`config.mk`:
```
export PLATFORM = sky130hd
export DESIGN_NAME = study_ctrl
export DESIGN_NICKNAME = d
export VERILOG_FILES = /design/src/rtl/study_pkg.sv /design/src/rtl/study_rec_buffer.sv /design/src/rtl/study_ctrl.sv
export SDC_FILE = /design/constraint.sdc
export NUM_CORES = 1
export LEC_CHECK = 0
export ABC_CLOCK_PERIOD_IN_PS = 2900
export CORE_MARGIN = 8
export CORE_UTILIZATION = 24
export CTS_BUF_LIST = sky130_fd_sc_hd__clkbuf_4
export CTS_CLUSTER_SIZE = 16
export DETAILED_ROUTE_END_ITERATION = 12
export PLACE_DENSITY = 0.37
export SETUP_SLACK_MARGIN = 0.4
export SYNTH_ARGS = -nofsm -noshare
export SYNTH_HDL_FRONTEND = slang
export SYNTH_SLANG_ARGS = --single-unit
```
`constraint.sdc`:
```
create_clock -name clk -period 2.9 [get_ports clk]
set_input_delay 0.58 -clock clk [delete_from_list [all_inputs] [get_ports clk]]
set_output_delay 0.58 -clock clk [all_outputs]
set_load 0.02 [all_outputs]
```
`src/rtl/study_pkg.sv`:
```
// Shared types and encodings for the study-mode controller of the keyboard synth.
package study_pkg;

    // Default field widths of one note record {octave, note, length}
    localparam int DEF_OCT_W  = 3;
    localparam int DEF_NOTE_W = 3;
    localparam int DEF_LEN_W  = 2;

    // Mode encodings sampled in IDLE; the reserved code behaves like guided
    localparam logic [1:0] MODE_GUIDED   = 2'd0;
    localparam logic [1:0] MODE_RECORD   = 2'd1;
    localparam logic [1:0] MODE_REPLAY   = 2'd2;
    localparam logic [1:0] MODE_RESERVED = 2'd3;

    // Note code that stands for a rest (no key expected)
    localparam int REST_NOTE = 0;

    typedef enum logic [2:0] {
        S_IDLE,
        S_WAIT_HIT,
        S_SOUND,
        S_RP_FETCH,
        S_RP_PLAY,
        S_DONE
    } state_t;

    typedef struct packed {
        logic [DEF_OCT_W-1:0]  octave;
        logic [DEF_NOTE_W-1:0] note;
        logic [DEF_LEN_W-1:0]  length;
    } note_rec_t;

    function automatic logic is_guided(input logic [1:0] m);
        return (m == MODE_GUIDED) || (m == MODE_RESERVED);
    endfunction

endpackage

```
`src/rtl/study_rec_buffer.sv`:
```
// Record buffer: single-clock RAM with one write port and a registered read port.
module rec_buffer #(
    parameter int DEPTH = 32,
    parameter int WIDTH = 8,
    parameter int AW    = $clog2(DEPTH)
) (
    input  logic             clk_i,
    input  logic             we_i,
    input  logic [AW-1:0]    waddr_i,
    input  logic [WIDTH-1:0] wdata_i,
    input  logic [AW-1:0]    raddr_i,
    output logic [WIDTH-1:0] rdata_o
);

    logic [WIDTH-1:0] mem_q [DEPTH];
    logic [WIDTH-1:0] rdata_q;

    // Write on demand and read every cycle; read data appears one cycle after the address
    always_ff @(posedge clk_i) begin
        if (we_i) begin
            mem_q[waddr_i] <= wdata_i;
        end
        rdata_q <= mem_q[raddr_i];
    end

    assign rdata_o = rdata_q;

endmodule

```
`src/rtl/study_ctrl.sv`:
```
// Study-mode controller: guided play through a song, recording of hits and replay.
module study_ctrl
    import study_pkg::*;
#(
    parameter int OCT_W     = DEF_OCT_W,
    parameter int NOTE_W    = DEF_NOTE_W,
    parameter int LEN_W     = DEF_LEN_W,
    parameter int IDX_W     = 6,
    parameter int REC_DEPTH = 32,
    parameter int MISS_W    = 8
) (
    input  logic                       clk,
    input  logic                       rst_n,
    input  logic                       en,
    input  logic [1:0]                 mode,
    input  logic                       clr_rec,
    input  logic                       hit_valid,
    input  logic [OCT_W-1:0]           hit_octave,
    input  logic [NOTE_W-1:0]          hit_note,
    input  logic [LEN_W-1:0]           hit_length,
    output logic [IDX_W-1:0]           song_idx,
    input  logic [IDX_W-1:0]           song_last,
    input  logic [OCT_W-1:0]           goal_octave,
    input  logic [NOTE_W-1:0]          goal_note,
    input  logic [LEN_W-1:0]           goal_length,
    output logic                       snd_start,
    output logic [OCT_W-1:0]           snd_octave,
    output logic [NOTE_W-1:0]          snd_note,
    output logic [LEN_W-1:0]           snd_length,
    input  logic                       snd_done,
    output logic [6:0]                 goal_led,
    output logic [MISS_W-1:0]          miss_cnt,
    output logic [$clog2(REC_DEPTH):0] rec_count,
    output logic                       rec_full,
    output logic                       done
);

    localparam int AW = $clog2(REC_DEPTH);
    localparam int CW = AW + 1;
    localparam int RW = OCT_W + NOTE_W + LEN_W;

    state_t              state_q;
    logic [1:0]          mode_q;
    logic [IDX_W-1:0]    songIdx_q;
    logic [MISS_W-1:0]   missCnt_q;
    logic                done_q;
    logic                match_q;
    logic                sndStart_q;
    logic [OCT_W-1:0]    sndOct_q;
    logic [NOTE_W-1:0]   sndNote_q;
    logic [LEN_W-1:0]    sndLen_q;
    logic [6:0]          goalLed_q, goalLed_d;
    logic [CW-1:0]       recCount_q, recCount_d;
    logic [CW-1:0]       rdPtr_q, rdPtr_d;
    logic                recFull;
    logic                clrOk;
    logic                recWe;
    logic [RW-1:0]       rdData;

    // Buffer bookkeeping, replay read pointer look-ahead and LED decode
    always_comb begin
        recFull    = (recCount_q == CW'(REC_DEPTH));
        clrOk      = clr_rec && (state_q != S_RP_FETCH) && (state_q != S_RP_PLAY);
        recWe      = en && (state_q == S_WAIT_HIT) && (mode_q == MODE_RECORD) &&
                     hit_valid && !recFull && !clrOk;
        recCount_d = recCount_q;
        if (clrOk) begin
            recCount_d = '0;
        end else if (recWe) begin
            recCount_d = recCount_q + CW'(1);
        end
        rdPtr_d = rdPtr_q;
        if (state_q == S_IDLE) begin
            rdPtr_d = '0;
        end else if ((state_q == S_RP_PLAY) && snd_done) begin
            rdPtr_d = rdPtr_q + CW'(1);
        end
        goalLed_d = '0;
        if (en) begin
            if (state_q == S_DONE) begin
                goalLed_d = goalLed_q;
            end else if (is_guided(mode_q) &&
                         ((state_q == S_WAIT_HIT) || (state_q == S_SOUND))) begin
                for (int i = 0; i < 7; i++) begin
                    goalLed_d[i] = (goal_note == NOTE_W'(i + 1));
                end
            end
        end
    end

    // Record count survives en=0 and is cleared only by reset or clr_rec
    always_ff @(posedge clk) begin
        if (!rst_n) begin
            recCount_q <= '0;
        end else begin
            recCount_q <= recCount_d;
        end
    end

    // Main controller FSM with registered sound request, progress and LED outputs
    always_ff @(posedge clk) begin
        if (!rst_n) begin
            state_q    <= S_IDLE;
            mode_q     <= MODE_GUIDED;
            songIdx_q  <= '0;
            missCnt_q  <= '0;
            done_q     <= 1'b0;
            match_q    <= 1'b0;
            sndStart_q <= 1'b0;
            sndOct_q   <= '0;
            sndNote_q  <= '0;
            sndLen_q   <= '0;
            goalLed_q  <= '0;
            rdPtr_q    <= '0;
        end else begin
            sndStart_q <= 1'b0;
            goalLed_q  <= goalLed_d;
            rdPtr_q    <= rdPtr_d;
            if (state_q == S_IDLE) begin
                mode_q <= mode;
            end
            if (!en) begin
                state_q   <= S_IDLE;
                songIdx_q <= '0;
                missCnt_q <= '0;
                done_q    <= 1'b0;
            end else begin
                case (state_q)
                    S_IDLE: begin
                        songIdx_q <= '0;
                        missCnt_q <= '0;
                        done_q    <= 1'b0;
                        state_q   <= (mode == MODE_REPLAY) ? S_RP_FETCH : S_WAIT_HIT;
                    end
                    S_WAIT_HIT: begin
                        if (is_guided(mode_q) && (goal_note == NOTE_W'(REST_NOTE))) begin
                            sndStart_q <= 1'b1;
                            sndOct_q   <= goal_octave;
                            sndNote_q  <= goal_note;
                            sndLen_q   <= goal_length;
                            match_q    <= 1'b1;
                            state_q    <= S_SOUND;
                        end else if (hit_valid) begin
                            sndStart_q <= 1'b1;
                            sndOct_q   <= hit_octave;
                            sndNote_q  <= hit_note;
                            sndLen_q   <= hit_length;
                            match_q    <= (hit_octave == goal_octave) && (hit_note == goal_note);
                            state_q    <= S_SOUND;
                        end
                    end
                    S_SOUND: begin
                        if (snd_done) begin
                            state_q <= S_WAIT_HIT;
                            if (is_guided(mode_q)) begin
                                if (match_q && (songIdx_q == song_last)) begin
                                    done_q  <= 1'b1;
                                    state_q <= S_DONE;
                                end else if (match_q) begin
                                    songIdx_q <= songIdx_q + IDX_W'(1);
                                end else if (missCnt_q != {MISS_W{1'b1}}) begin
                                    missCnt_q <= missCnt_q + MISS_W'(1);
                                end
                            end
                        end
                    end
                    S_RP_FETCH: begin
                        if (rdPtr_q == recCount_q) begin
                            done_q  <= 1'b1;
                            state_q <= S_DONE;
                        end else begin
                            sndStart_q <= 1'b1;
                            sndOct_q   <= rdData[RW-1 -: OCT_W];
                            sndNote_q  <= rdData[LEN_W +: NOTE_W];
                            sndLen_q   <= rdData[LEN_W-1:0];
                            state_q    <= S_RP_PLAY;
                        end
                    end
                    S_RP_PLAY: begin
                        if (snd_done) begin
                            state_q <= S_RP_FETCH;
                        end
                    end
                    S_DONE: begin
                        state_q <= S_DONE;
                    end
                    default: begin
                        state_q <= S_IDLE;
                    end
                endcase
            end
        end
    end

    rec_buffer #(
        .DEPTH (REC_DEPTH),
        .WIDTH (RW),
        .AW    (AW)
    ) u_rec_buffer (
        .clk_i   (clk),
        .we_i    (recWe),
        .waddr_i (recCount_q[AW-1:0]),
        .wdata_i ({hit_octave, hit_note, hit_length}),
        .raddr_i (rdPtr_d[AW-1:0]),
        .rdata_o (rdData)
    );

    assign song_idx   = songIdx_q;
    assign snd_start  = sndStart_q;
    assign snd_octave = sndOct_q;
    assign snd_note   = sndNote_q;
    assign snd_length = sndLen_q;
    assign goal_led   = goalLed_q;
    assign miss_cnt   = missCnt_q;
    assign rec_count  = recCount_q;
    assign rec_full   = recFull;
    assign done       = done_q;

endmodule

```
-- After elaboration in Yosys (flattened, before gate mapping)
Memories as Yosys holds them, arrays and structs flattened. A register that Yosys moved wholly into a read port is not among the register bits.
Cells that the tools add are included.
- eq/ne operators: 34
- mux-type cells: 48
- bitwise operators: 1
- add/sub/neg operators: 4
- reduce and logical (&&, ||, !) cells: 32
- operators with widths (cell ; count):
    two-way mux 8 bit ; 5
    two-way mux 3 bit ; 12
    two-way mux 6 bit ; 4
    adder 6 x 1 -> 6 bit, second input constant ; 3
    == test 3 bit, second input constant ; 6
    case mux 3 bit (6 select lines) ; 1
    inequality test 2 bit, second input constant ; 8
    case mux 8 bit (2 select lines) ; 1
    == test 3 x 2 -> 1 bit, second input constant ; 4
    == test 6 bit ; 2
    logical AND 1 bit ; 12
    two-way mux 1 bit ; 12
    case mux 3 bit (2 select lines) ; 2
    case mux 6 bit (2 select lines) ; 1
    two-way mux 5 bit ; 2
    AND reduction 5 bit ; 2
    adder 8 x 1 -> 8 bit, second input constant ; 1
    two-way mux 2 bit ; 4
    inequality test 8 bit, second input constant ; 1
    two-way mux 7 bit ; 1
    == test 3 x 1 -> 1 bit, second input constant ; 2
    == test 3 bit ; 2
    == test 6 bit, second input constant ; 1
    zero test 3 bit ; 2
    19 further kinds ; 28
- input bits: 30
- memories kept: 1
- logic and storage cells: 134
- bits in registers: 49
- memory bits (writable): 256
- memory list (name ; words ; width ; rd ports ; clocked after memory_dff ; write ports ; RTL line ; source):
    u_rec_buffer.mem_q ; 32 ; 8 ; 1 ; 1 ; 1 ; study_rec_buffer.sv:15 ; logic [WIDTH-1:0] mem_q [DEPTH];

-- Depth between registers and ports, before layout
- word-level depth: 8
- gate-level depth with buffers: 10
- gate-level depth less buffers: 8

-- Hierarchy
From an unflattened synthesis, not the netlist that was laid out.
- cells, all modules: 780
- area total of the unflattened synthesis: 13002.5 µm²
- by module, submodules not included (module ; cells each ; area an instance (µm²) ; seq. area each (µm²) ; instances):
    rec_buffer ; 417 ; 10053.4 ; 7847.5 ; 1
    study_ctrl ; 363 ; 2949.1 ; 980.9 ; 1

-- Least setup slack after synthesis
No wires, ideal clock.
- path kind: reg2reg
- start: register recCount_q[0] (netlist: rec_count[0])
- end: memory u_rec_buffer.mem_q[11][0] (enable)
- slack: 0.503 ns
- cell stages (with the launch flop): 10
- data required time: 2.530 ns
- path buffers: 2
- arrival: 2.026 ns
- cell sequence: dfxtp_1 > inv_1 > ha_1 > nand2_1 > nor2_1 > and4b_1 > buf_4 > nand2_1 > buf_2 > nor2_1
- word-level cells in the longest chain between the ends: 6
- ends and longest elaborated chain (what ; RTL line ; source):
    start, declared ; study_ctrl.sv:53 ; logic [CW-1:0] recCount_q, recCount_d;
    start signal, assigned ; study_ctrl.sv:96 ; recCount_q <= recCount_d;
    == test 6 bit ; study_ctrl.sv:62 ; recFull = (recCount_q == CW'(REC_DEPTH));
    net rec_full ; study_ctrl.sv:34 ; output logic rec_full,
    zero test 1 bit ; study_ctrl.sv:65 ; hit_valid && !recFull && !clrOk;
    logical AND 1 bit (2 in a row) ; study_ctrl.sv:65 ;
    two-way mux 1 bit ; study_rec_buffer.sv:20 ; if (we_i) begin
    two-way mux 1 bit (implied by the code) ; study_rec_buffer.sv:21 ; mem_q[waddr_i] <= wdata_i;
    end, declared ; study_rec_buffer.sv:15 ;
The timed path passes the listed nets, and every way through them passes these cells.

-- Worst setup path after layout
- start: register rdPtr_q[0]
- end: register u_rec_buffer.rdata_q[4] (netlist: u_rec_buffer.rdata_o[4]), read port of u_rec_buffer.mem_q
- word-level cells in the longest chain between the ends: 3
- ends and longest elaborated chain (what ; RTL line ; source):
    start, declared ; study_ctrl.sv:54 ; logic [CW-1:0] rdPtr_q, rdPtr_d;
    start signal, assigned ; study_ctrl.sv:118 ; rdPtr_q <= rdPtr_d;
    adder 6 x 1 -> 6 bit ; study_ctrl.sv:76 ; rdPtr_d = rdPtr_q + CW'(1);
    two-way mux 5 bit * ; study_ctrl.sv:75 ; end else if ((state_q == S_RP_PLAY) && snd_done) begin
    two-way mux 5 bit * ; study_ctrl.sv:73 ; if (state_q == S_IDLE) begin
    end, declared ; study_rec_buffer.sv:16 ; logic [WIDTH-1:0] rdata_q;
Mark *: on every way between the ends. The rest lies on a longest branch, timed or not.
A chain may end at the register's enable or synchronous reset.

==> metrics <==
Place WS=-0.2563 ns; Die ar.=65570 sq um; Worst Tran Pin Value=0.6133 ns; H-tree depth=3; post-synth top area share=between 50% and 60%; setup ws final=between 0.4 and 0.5 ns; clock power share=46.2%; register clock-pin slew on the reported worst setup and hold paths=0.06 ns; worst path required time=3.58 ns; drt first-iter violations=471; Comb power frac=3.5%; Post-Syn Area per Cell=12.30 sq um; clk_skew=0.06638 ns; final core utilization=31.91%; Synth Area in Adders=0.7237%; crit path launch=rdPtr_q[0]$_SDFF_PN0_; setup slack, reg-to-reg=0.47 ns; Die H=around 260 um; largest net degree at the start of global routing=45; Final Hold Fails=0; Longest Clk Path Bufs=3; DRC errors left=0; final setup vio count=0; sequential share of the synthesized area=63.83%; Final nets=1462; complex-gate fraction of the synthesized area=roughly 10%; Post-synth ARST share=0%; fin crit period=roughly 2.4 ns; total core area=57370 sq um; Worst Reg2Reg Path Length in Cells=11; fillcell total=slightly below 6000; Sw Pwr=between 2000 and 2500 uW; Hold WC Path Type=primary input to flip-flop; Mapped Area=13830 sq um; fin crit share=83.82%; first-pass GRT wire length=70.14 mm; RR Endpoint=u_rec_buffer.rdata_o[4]$_DFF_P_; I/O Buffers=67; Die Wd=256.1 um; EDFF count, synth=256; Synth Area in Simple Gates=~15%; Reg-to-Reg Start=rdPtr_q[0]$_SDFF_PN0_; Final GP Congestion=0.8245; Critical Path End=u_rec_buffer.rdata_o[4]$_DFF_P_; VDD IR max=between 0.2 and 0.25 mV; antenna violations before repair=2; Yosys cell types=approximately 70; CTS buffer count=92; Relative slew margins=58.99%; overall routing resource usage=14.24%; Synth area leaders=edfxtp_1, dfxtp_1, mux2i_1, nand3_1, nand2_1; Worst setup SP type=flip-flop; fraction of final layout cells sized beyond drive strength 1=28.07%; average wire per standard cell=roughly 21 um; crit-path max FO=8; worst path arrival time=3.11 ns; Critical Path Sink Type=flip-flop; Switching Share=22.40%; leakage=between 0.006 and 0.007 uW; mux share of post-synthesis cell area=around 5.2%; Synth Area in XOR/XNOR=2.090%; number of synthesized register bits=313; sequential share of power=between 50% and 60%; ys flop type=edfxtp_1; I/O pins=around 70; max-slew violations=0; Clock Latency Late Sink=0.81 ns; RSZ-0062 raised after global routing=true; total of max-cap violations=0; outcome=finished clean; CTS tree=done; Yosys top cell by area=edfxtp_1; Vias=10270; Mapped Nets=1163; YS warnings=0; Pint=7513 uW; post-DP HPWL=33.65 mm; First-pass DRT Iterations=5; f_max=411.4 MHz; clock tree root buffer cell=clkbuf_4; row count=88; Routed Antenna Nets=0; Initial Util=24.11%; Setup CP Type=flip-flop to flip-flop; CTS Sinks=about 310; post-DR vias/cell=4.535; Power per Cell Area=528.9 nW/um^2; vias in the first global route=10730; synthesized instance count=1125; final global-route overflow total=0; Routed WL=between 40 and 50 mm; largest family of logic cells by synthesized area=simple AND/OR/NAND/NOR gates; area grow syn2layout=32.34%
## cell usage after synthesis, types with 16 or more instances
cell type and n:
a211oi_1 19, a21oi_1 16, a22oi_1 24, a31oi_1 21, buf_2 30, clkbuf_1 25, dfxtp_1 57, edfxtp_1 256
mux2i_1 69, nand2_1 111, nand2b_1 28, nand3_1 88, nand4_1 18, nor2_1 100, nor3_1 18, o21ai_0 45
xnor2_1 16, xor2_1 17
## metal layers
layer	track usage [%]	vias to the layer above	wire [um]
met2	22.82	226	22050
met4	4.961	0	1195
met1	18.69	5057	22080
li1	-	4904	-
met3	3.322	85	1963
met5	0	-	0
## cell type report
class | instances | area [sq um] | share of cell area, %
Clock buffer | 145 | 1089 | 5.947
Tap cell | 765 | 957.2 | 5.229
Sequential cell | 313 | 8835 | 48.26
Multi-Input combinational cell | 731 | 4715 | 25.76
Inverter | 10 | 37.54 | 0.2051
Clock inverter | 21 | 165.2 | 0.9023
Timing Repair Buffer | 276 | 2497 | 13.64
Antenna cell | 4 | 10.01 | 0.05468
## power groups by stage
| stage | registers [uW] | clock network, uW | logic (uW) |
|---|---|---|---|
| after floorplan | 4970 | 0 | 116 |
| after global placement | 4970 | 0 | 346 |
| after detailed placement | 4970 | 0 | 345 |
| after CTS | 4870 | 4670 | 346 |
| after global routing | 4870 | 4910 | 368 |
| final | 4870 | 4470 | 337 |
## logic make-up (layout without fill, tap and decap cells)
| kind of cell | after synthesis | in the layout |
|---|---|---|
| simple gates | 422 | 422 |
| fa+ha+maj | 8 | 8 |
| other cells | 0 | 4 |
| xor+xnor | 33 | 33 |
| compound gates | 196 | 196 |
| flops | 313 | 313 |
| buf+inv | 81 | 452 |
| mux | 72 | 72 |
## worst max-delay path, stage by stage (launching register included)
cell	delay [ns]
dfxtp_1	0.31
ha_1	0.30
nand4bb_1	0.12
o211ai_1	0.09
buf_4	0.17
buf_2	0.17
buf_4	0.14
nor3_2	0.21
buf_6	0.18
o21ai_0	0.16
a31oi_2	0.37
a211oi_1	0.07
## registers in the layout, summed over array words and instances, names as in the netlist
signal,flops
goal_led,7
state_q,3
snd_start,1
miss_cnt,8
snd_length,2
match_q,1
rec_count,6
mode_q,2
done,1
snd_note,3
snd_octave,3
u_rec_buffer.rdata_o,8
song_idx,6
rdPtr_q,6
u_rec_buffer.mem_q,256
## through the flow
step | std cells | instance area (sq um) | TNS, ns | hold WS (ns) | power [uW]
floorplan | 1125 | 13830 | 0 | 0.4856 | 5088
global placement | 2089 | 16890 | -23.48 | 0.4845 | 5316
detailed placement | 2089 | 16890 | -23.11 | 0.4915 | 5315
CTS | 2256 | 18160 | 0 | 0.1369 | 9891
global route | 2265 | 18310 | 0 | 0.1365 | 10140
finish | 2265 | 18310 | 0 | 0.2203 | 9681
## timing repair
item	CTS	global route
pin swaps	1	5
buffers inserted	1	4
setup endpoints to repair	283	91
resized for setup	28	27
cloned	0	1
hold buffers	0	0
## worst min path at each step
stage	slack, ns	startpoint	cells after the start	end
3_5_place_dp	0.49	goal_led[4]$_SDFFE_PN0N_	2	goal_led[4]$_SDFFE_PN0N_
6_report	0.22	hit_note[1]	1	u_rec_buffer.mem_q[14][3]$_DFFE_PP_
2_1_floorplan	0.49	mode_q[1]$_SDFFE_PN0P_	2	mode_q[1]$_SDFFE_PN0P_
5_1_grt	0.14	hit_note[1]	1	u_rec_buffer.mem_q[5][3]$_DFFE_PP_
3_3_place_gp	0.48	miss_cnt[5]$_SDFFE_PN0P_	2	miss_cnt[5]$_SDFFE_PN0P_
4_1_cts	0.14	hit_note[1]	1	u_rec_buffer.mem_q[1][3]$_DFFE_PP_
## cells in the final DEF, fill, tap and decap left out, types with 22 or more instances in the layout
cell type,instances
a22oi_1,24
buf_12,22
clkdlybuf4s50_1,44
buf_4,183
nand2b_1,28
nand2_1,111
o21ai_0,45
mux2i_1,69
edfxtp_1,256
dfxtp_1,54
clkbuf_4,145
nor2_1,98
nand3_1,87
No activity file was read; power rests on OpenSTA's default activity.
